<file path="config.mk">
export PLATFORM = sky130hd
export DESIGN_NAME = fp_mult_pipe
export DESIGN_NICKNAME = d
export VERILOG_FILES = /design/src/rtl/fp_pkg.sv /design/src/rtl/fp_norm_round.sv /design/src/rtl/fp_mult_pipe.sv
export SDC_FILE = /design/constraint.sdc
export NUM_CORES = 1
export LEC_CHECK = 0
export ABC_AREA = 1
export CORE_ASPECT_RATIO = 1.4
export CORE_MARGIN = 10
export CORE_UTILIZATION = 40
export CTS_CLUSTER_DIAMETER = 50
export DETAILED_ROUTE_END_ITERATION = 16
export PLACE_DENSITY = 0.56
export SYNTH_ARGS = -nofsm -noshare
export SYNTH_HDL_FRONTEND = slang
export SYNTH_SLANG_ARGS = --single-unit
</file>
<file path="constraint.sdc">
create_clock -name clk -period 10.1 [get_ports clk]
set_input_delay 1.515 -clock clk [delete_from_list [all_inputs] [get_ports clk]]
set_output_delay 1.515 -clock clk [all_outputs]
set_load 0.01 [all_outputs]
</file>
<file path="src/rtl/fp_pkg.sv">
// Shared constants and width helpers for the custom unsigned float datapath.
// Used by the multiplier and by the normalise/round stage it shares with the adder.
package fp_pkg;

  localparam int ROUND_TRUNC = 0;
  localparam int ROUND_RNE   = 1;

  function automatic int expw(input int n, input int point);
    return n - point;
  endfunction

  function automatic int prodw(input int p1, input int p2);
    return p1 + p2 + 2;
  endfunction

  // Signed exponent path: widest field plus room for two unbiasings,
  // the normalise and round carries and the output bias.
  function automatic int sumw(input int e1, input int e2, input int eo);
    int m;
    m = (e1 > e2) ? e1 : e2;
    if (eo > m) m = eo;
    return m + 4;
  endfunction

endpackage

</file>
<file path="src/rtl/fp_norm_round.sv">
// Combinational normalise, round-to-nearest-even (or truncate), saturate and flush.
// Takes a raw mantissa product in [1,4) with its unbiased signed exponent.
module fp_norm_round
  import fp_pkg::*;
#(
  parameter int PW        = 18,
  parameter int SW        = 8,
  parameter int N         = 12,
  parameter int OUT_POINT = 8,
  parameter int OUT_BIAS  = 7,
  parameter int ROUND     = ROUND_RNE
) (
  input  logic [PW-1:0]        prod,
  input  logic signed [SW-1:0] exp_sum,
  input  logic                 zero,
  output logic [N-1:0]         result,
  output logic                 of,
  output logic                 uf
);

  localparam int FW  = PW - 1;
  localparam int GW  = FW + OUT_POINT + 2;
  localparam int EWO = expw(N, OUT_POINT);
  localparam int MW  = OUT_POINT + 1;
  localparam logic signed [SW-1:0] EB_MAX = SW'((1 << EWO) - 1);

  logic [FW-1:0]        frac;
  logic [GW-1:0]        grid;
  logic [OUT_POINT-1:0] mant;
  logic [OUT_POINT:0]   mant_inc;
  logic                 guard;
  logic                 sticky;
  logic                 inc;
  logic signed [SW-1:0] exp_n;
  logic signed [SW-1:0] exp_r;
  logic signed [SW-1:0] eb;

  always_comb begin
    if (prod[PW-1]) begin
      frac  = prod[PW-2:0];
      exp_n = exp_sum + SW'(1);
    end else begin
      frac  = {prod[PW-3:0], 1'b0};
      exp_n = exp_sum;
    end

    // Zero padding keeps the slices legal even when the output mantissa
    // is wider than the fraction the product provides.
    grid     = {frac, {(OUT_POINT + 2){1'b0}}};
    mant     = grid[GW-1 -: OUT_POINT];
    guard    = grid[GW-1-OUT_POINT];
    sticky   = |grid[GW-2-OUT_POINT:0];
    inc      = (ROUND == ROUND_RNE) && guard && (sticky || mant[0]);
    mant_inc = {1'b0, mant} + MW'(inc);
    exp_r    = mant_inc[OUT_POINT] ? exp_n + SW'(1) : exp_n;
    eb       = exp_r + SW'(OUT_BIAS);

    result = '0;
    of     = 1'b0;
    uf     = 1'b0;
    if (!zero) begin
      if (eb > EB_MAX) begin
        result = '1;
        of     = 1'b1;
      end else if (eb[SW-1]) begin
        uf = 1'b1;
      end else begin
        result = {eb[EWO-1:0], mant_inc[OUT_POINT-1:0]};
        uf     = ~|{eb[EWO-1:0], mant_inc[OUT_POINT-1:0]};
      end
    end
  end

endmodule

</file>
<file path="src/rtl/fp_mult_pipe.sv">
// Three-stage pipelined multiplier for unsigned custom floats with independent
// operand/result formats: unpack + exponent sum, mantissa product, normalise/round.
module fp_mult_pipe
  import fp_pkg::*;
#(
  parameter int N         = 12,
  parameter int IN1_POINT = 8,
  parameter int IN2_POINT = 8,
  parameter int OUT_POINT = 8,
  parameter int IN1_BIAS  = 7,
  parameter int IN2_BIAS  = 7,
  parameter int OUT_BIAS  = 7,
  parameter int ROUND     = ROUND_RNE
) (
  input  logic         clk,
  input  logic         rst,
  input  logic         in_valid,
  output logic         in_ready,
  input  logic [N-1:0] in1,
  input  logic [N-1:0] in2,
  output logic         out_valid,
  input  logic         out_ready,
  output logic [N-1:0] out,
  output logic         of_flag,
  output logic         uf_flag
);

  localparam int E1 = expw(N, IN1_POINT);
  localparam int E2 = expw(N, IN2_POINT);
  localparam int EO = expw(N, OUT_POINT);
  localparam int SW = sumw(E1, E2, EO);
  localparam int PW = prodw(IN1_POINT, IN2_POINT);

  // Handshake: a transfer happens on any cycle where valid and ready are both 1.
  // The whole pipe advances as one when the output slot is empty or being taken,
  // so in_ready is exactly that advance condition and every stage holds otherwise.
  logic adv;
  assign adv      = out_ready | ~out_valid;
  assign in_ready = adv;

  logic                 s1_valid;
  logic [IN1_POINT:0]   s1_m1;
  logic [IN2_POINT:0]   s1_m2;
  logic signed [SW-1:0] s1_exp;
  logic                 s1_zero;

  logic                 s2_valid;
  logic [PW-1:0]        s2_prod;
  logic signed [SW-1:0] s2_exp;
  logic                 s2_zero;

  logic signed [SW-1:0] exp_in;
  logic [N-1:0]         nr_result;
  logic                 nr_of;
  logic                 nr_uf;

  always_comb begin
    exp_in = $signed(SW'(in1[N-1:IN1_POINT])) - SW'(IN1_BIAS)
           + $signed(SW'(in2[N-1:IN2_POINT])) - SW'(IN2_BIAS);
  end

  always_ff @(posedge clk or posedge rst) begin
    if (rst) begin
      s1_valid <= 1'b0;
      s1_m1    <= '0;
      s1_m2    <= '0;
      s1_exp   <= '0;
      s1_zero  <= 1'b0;
    end else if (adv) begin
      s1_valid <= in_valid;
      s1_m1    <= {1'b1, in1[IN1_POINT-1:0]};
      s1_m2    <= {1'b1, in2[IN2_POINT-1:0]};
      s1_exp   <= exp_in;
      s1_zero  <= (in1 == '0) || (in2 == '0);
    end
  end

  always_ff @(posedge clk or posedge rst) begin
    if (rst) begin
      s2_valid <= 1'b0;
      s2_prod  <= '0;
      s2_exp   <= '0;
      s2_zero  <= 1'b0;
    end else if (adv) begin
      s2_valid <= s1_valid;
      s2_prod  <= PW'(s1_m1) * PW'(s1_m2);
      s2_exp   <= s1_exp;
      s2_zero  <= s1_zero;
    end
  end

  fp_norm_round #(
    .PW        (PW),
    .SW        (SW),
    .N         (N),
    .OUT_POINT (OUT_POINT),
    .OUT_BIAS  (OUT_BIAS),
    .ROUND     (ROUND)
  ) u_norm_round (
    .prod    (s2_prod),
    .exp_sum (s2_exp),
    .zero    (s2_zero),
    .result  (nr_result),
    .of      (nr_of),
    .uf      (nr_uf)
  );

  always_ff @(posedge clk or posedge rst) begin
    if (rst) begin
      out_valid <= 1'b0;
      out       <= '0;
      of_flag   <= 1'b0;
      uf_flag   <= 1'b0;
    end else if (adv) begin
      out_valid <= s2_valid;
      out       <= nr_result;
      of_flag   <= nr_of;
      uf_flag   <= nr_uf;
    end
  end

endmodule

</file>
Yosys cells after proc, flatten, opt, wreduce, memory -nomap -nowiden
Cells that the tools add are included.
{"block": "totals", "mem_bits_rw": 0, "input_bits": 28, "register_bits": 71, "n_memories": 0, "latchBits": 0, "mem_bits_ro": 0}
{"block": "classes", "div": 0, "n_eq_ne": 0, "bitwise_logic": 2, "addsub": 7, "reduce_logical": 8, "n_shift": 0, "order_cmp": 1, "multipliers": 1, "muxes": 11}
{"cell": "$mux W12", "count": 3}
{"cell": "$logic_not A12 Y1", "count": 2}
{"cell": "$mul A9 B9 Y18", "count": 1}
{"cell": "$mux W17", "count": 1}
{"cell": "$add A8 B2 Y8 const B", "count": 2}
{"cell": "$mux W8", "count": 2}
{"cell": "$reduce_or A12 Y1", "count": 1}
{"cell": "$add A8 B1 Y9", "count": 1}
{"cell": "$add A8 B4 Y8 const B", "count": 1}
{"cell": "$gt A8 B5 Y1 const B", "count": 1}
{"cell": "$reduce_or A8 Y1", "count": 1}
{"cell": "$sub A6 B4 Y7 const B", "count": 1}
{"cell": "$add A5 B5 Y6", "count": 1}
{"cell": "$mux W1", "count": 5}
{"cell": "$sub A4 B3 Y5 const B", "count": 1}
{"cell": "$logic_or A1 B1 Y1", "count": 2}
{"cell": "$logic_and A1 B1 Y1", "count": 1}
{"cell": "$logic_not A1 Y1", "count": 1}
{"cell": "$not A1 Y1", "count": 1}
{"cell": "$or A1 B1 Y1", "count": 1}

Depth between registers and ports, before layout
{"block": "logic_depth", "word_depth": 12, "mapped_depth": 21}

Cells and area by module
A second synthesis with hierarchy kept.
{"block": "hier_totals", "hier_cells": 996, "hier_area_um2": 7044.3}
{"mod": "fp_mult_pipe", "cells_each": 742, "seq_area_each_um2": 1701.6, "instances": 1, "area_each_um2": 5670.4}
{"mod": "fp_norm_round", "cells_each": 254, "seq_area_each_um2": 0.0, "instances": 1, "area_each_um2": 1373.8}

Least setup slack after synthesis
OpenSTA, ideal clock, no wires.
{"block": "synth_path", "path_kind": "register to register", "from": "reg s1_m1[8]", "to": "reg s2_prod[16]", "stages_incl_launch_ff": 21, "path_slack_ns": 5.448, "path_buffers": 2, "synth_period_minus_slack_ns": 4.652, "arrival_ns": 4.535, "setup_time_ns": 0.118, "required_ns": 9.982, "cell_sequence": "dfrtp_1 -> clkbuf_1 -> clkbuf_1 -> nand2_1 -> fa_1 -> fa_1 -> inv_1 -> fa_1 -> inv_1 -> fa_1 -> inv_1 -> ha_1 -> nand2_1 -> nor2_1 -> a21oi_1 -> o21ai_0 -> a21oi_1 -> o21bai_1 -> or2_2 -> nand3_1 -> nand2_1"}
{"block": "synth_between", "elab_chain_len": 1}
{"element": "start, declared", "line": "fp_mult_pipe.sv:42", "source": "logic [IN1_POINT:0] s1_m1;"}
{"element": "start signal, assigned", "line": "fp_mult_pipe.sv:71", "source": "s1_m1 <= {1'b1, in1[IN1_POINT-1:0]};"}
{"element": "$mul A9 B9 Y18", "line": "fp_mult_pipe.sv:86", "source": "s2_prod <= PW'(s1_m1) * PW'(s1_m2);"}
{"element": "end signal, assigned", "line": "fp_mult_pipe.sv:86"}
{"element": "end, declared", "line": "fp_mult_pipe.sv:48", "source": "logic [PW-1:0] s2_prod;"}
Every way passes these cells.
A chain may end at the register's enable or synchronous reset.

Worst setup path in the final report
Ends and elaborated chain as after synthesis.

==> results.yml <==
drt:
  drt_first_pass_iters: 7
  drcViolationCount: 0
  wl_mm: 14.2
  drt_iter0_markers: 192
  drt.antenna.violating_nets: 0
  wire_per_inst_um: 13.0
  detailed_route_via_count: 5134
  vias_per_cell: 4.70
global_route:
  first_pass_grt_wire_length_mm: 25.3
  antenna_found_initial: 0
  vias_in_the_first_global_route: 5305
  global_route.overflow_total: 0
  grt_util_all_layers: 0.142
  grt_max_degree: 74
cts:
  htree_num_levels: 3
  ctsResizeCount: 0
  cts_made_buffers: 9
  clk_pin_slew_ps: 60
  postCtsHoldBufs: 0
  clock_insertion_delay_worst_skew_ps: 340
  clockRootBuffer: "sky130_fd_sc_hd__clkbuf_16"
  cts_tree: "yes"
  post-cts-setup-buffers: 0
  cts_num_sinks: 68
  clockBufferDepth: 2
yosys:
  syn_nets: 999
  synthArstFlopShare: 1.00
  synth.cell_area_um2: 6490
  post_synth_inst_count: 867
  synth_seq_cells: 68
  yosys_warnings: 0
  synth.avg_cell_area_um2: 7.49
  ys_dominant_reg_cell: "sky130_fd_sc_hd__dfrtp_1"
  ys_seq_area_frac: 0.262
  synth_edf_count: 0
  count_of_different_cell_masters_after_synthesis: 43
sta:
  finClkSkew_ps: 9.95
  setup_viol_count_final: 0
  tightestPinTransition_ps: 862
  slew_viol_final: 0
  fin_tns_setup_ps: 0
  final.min_clock_period_ps: 4750
  timing.fmax_ghz: 0.210
  hold_violations: 0
  timing.final.ws_setup_ps: 5350
  timing.max_slew.rel_slack: 0.425
  rsz0062_at_grt: "false"
  final.period_utilization: 0.470
die:
  ioPinCount: 44
  core_region_um2: 16000
  core.rowCount: 55
  floorplan.die.height_um: 171
  initial_core_utilization: 0.405
  die_w_um: 128
  fp.dieArea_um2: 21800
min_path:
  hp-class: "register to register"
  holdCritStartpoint: "s2_valid"
  worst_hold_path.num_cells: 1
  whs_endpoint: "out_valid"
layout:
  antenna_cells_inserted: 0
  post_layout_nonfiller_instances: 1093
  share_of_cells_above_drive_strength_1: 0.0705
  fillers: 1617
  area_growth_syn_to_layout_pct: 13.3
  fin_nets: 1021
place:
  post-place-cells: 1077
  numPortBuffers: 43
  detailed_place_hpwl_mm: 11.2
  dpl_worst_slack_ps: 5330
  gpl.final_weighted_congestion: 0.810
setup_path:
  reg2reg_slack_ps: 5350
  arrival_ps: 4980
  reg2reg_from: "s1_m1[8]"
  cpMaxStageDelayCell: "sky130_fd_sc_hd__dfrtp_1"
  worstRegToRegCells: 20
  r2r-end: "s2_prod[16]"
  timing.critical_path.fanout_max: 18
  crit_path_frequent_cell: "sky130_fd_sc_hd__inv_1"
  cp-start-kind: "register"
  crit_path_max_incr_delay_ps: 590
  critPathCaptureType: "register"
  timing.setup.critical_path_class: "register to register"
  critPathRequiredTime_ps: 10330
  crit_path_cell_trace: "nand2_1, inv_1, fa_1, inv_1, fa_1, inv_1, fa_1, inv_1, fa_1, inv_1, ha_1, a21oi_1, o21ai_0, a21oi_1, o21ai_0, a21oi_1, o21bai_1, or2_2, nand3_1, nand2_1"
run:
  max-cap-violations: 0
outcome:
  run_status: "completed"
## synthesized netlist by cell type, drive strengths merged (2+ instances only)
cell type	instances	area, µm²
nand2	276	1050
inv	185	694
dfrtp	68	1700
o21ai	56	318
ha	53	663
fa	51	1020
nand3	32	188
nor2	32	166
clkbuf	28	105
a21oi	18	93.8
xor2	11	104
or2	10	62.6
nand4	8	50.1
buf	7	50.0
a31oi	6	37.5
nor4	5	31.3
nor3	3	20.0
o22ai	3	18.8
xnor2	3	26.3
a21o	2	15.0
nand3b	2	15.0
o21bai	2	15.0
## worst max-delay path by stage
stage | from | end | slack (ps) | cells past startpoint
finish | s1_m1[8] | s2_prod[16] | 5350 | 20
global route | s1_m2[2] | s2_prod[16] | 5020 | 18
CTS | s1_m1[8] | s2_prod[16] | 5300 | 20
detailed placement | s1_m1[8] | s2_prod[16] | 5330 | 20
global placement | s1_m1[8] | s2_prod[16] | 5390 | 20
floorplan | s1_m1[8] | s2_prod[16] | 5450 | 20
## cells in the final DEF (no fill, tap or decap), drive strengths merged
cell type / n
a211oi: 1
a21o: 2
a21oi: 18
a22oi: 1
a31oi: 6
and3: 1
buf: 3
bufinv: 1
clkbuf: 9
clkdlybuf4s50: 43
clkinv: 3
clkinvlp: 1
dfrtp: 68
fa: 51
ha: 53
inv: 188
mux2i: 1
nand2: 276
nand3: 32
nand3b: 2
nand4: 8
nor2: 32
nor3: 3
nor4: 5
o211ai: 1
o21ai: 56
o21bai: 2
o22ai: 3
or2: 10
xnor2: 3
xor2: 11
## per-stage QoR
step | area [µm²] | hold WS [ps] | util
after floorplan | 6490 | 440 | -
after global placement | 7050 | 459 | 0.439
after detailed placement | 7050 | 457 | 0.439
after CTS | 7360 | 473 | 0.459
after global routing | 7360 | 499 | 0.459
final | 7360 | 472 | 0.459
## flip-flops by register name, summed over array words and instances (netlist names)
signal and count:
of_flag 1, s2_prod 18, out 12, s1_m1 9
s2_exp 7, uf_flag 1, s1_zero 1, s1_valid 1
out_valid 1, s1_m2 8, s1_exp 7, s2_zero 1
s2_valid 1
## cell families (layout without fill, tap and decap cells)
logic type,Yosys count,in the layout,share of synthesized area
AND/OR/NAND/NOR,369,369,0.245
buffers and inverters,221,248,0.131
adder cells (fa/ha/maj),104,104,0.259
AO/OA/AOI/OAI,90,90,0.0802
flip-flops,68,68,0.262
XOR/XNOR,14,14,0.0200
multiplexers,1,1,0.00154
## critical path: cells and delay by family (launching register included)
kind	cells	cell delay, ps
fa+ha+maj	5	2450
compound gates	6	790
flops	1	590
simple gates	4	530
buf+inv	5	260
## final cells by class
| type | count | area (µm²) | share of cell area |
|---|---|---|---|
| multi-input cells | 578 | 3950 | 0.536 |
| flip-flops and latches | 68 | 1700 | 0.231 |
| repair buffers | 46 | 453 | 0.0616 |
| clock buffers | 9 | 225 | 0.0306 |
| inverters | 186 | 698 | 0.0949 |
| well taps | 199 | 249 | 0.0338 |
| clock inverters | 7 | 83.8 | 0.0114 |
## routing by layer
layer / up-vias / share of wire / GRT usage
met3: 20 / 0.025 / 0.0248
li1: 2669 / - / -
met1: 2394 / 0.42 / 0.159
met2: 51 / 0.53 / 0.257
met4: 0 / 0.021 / 0.0554
met5: - / 0 / 0
Power is left out: the tool's default activity adds up to more than one toggle a clock period on the data nets, which glitch-free logic cannot reach.
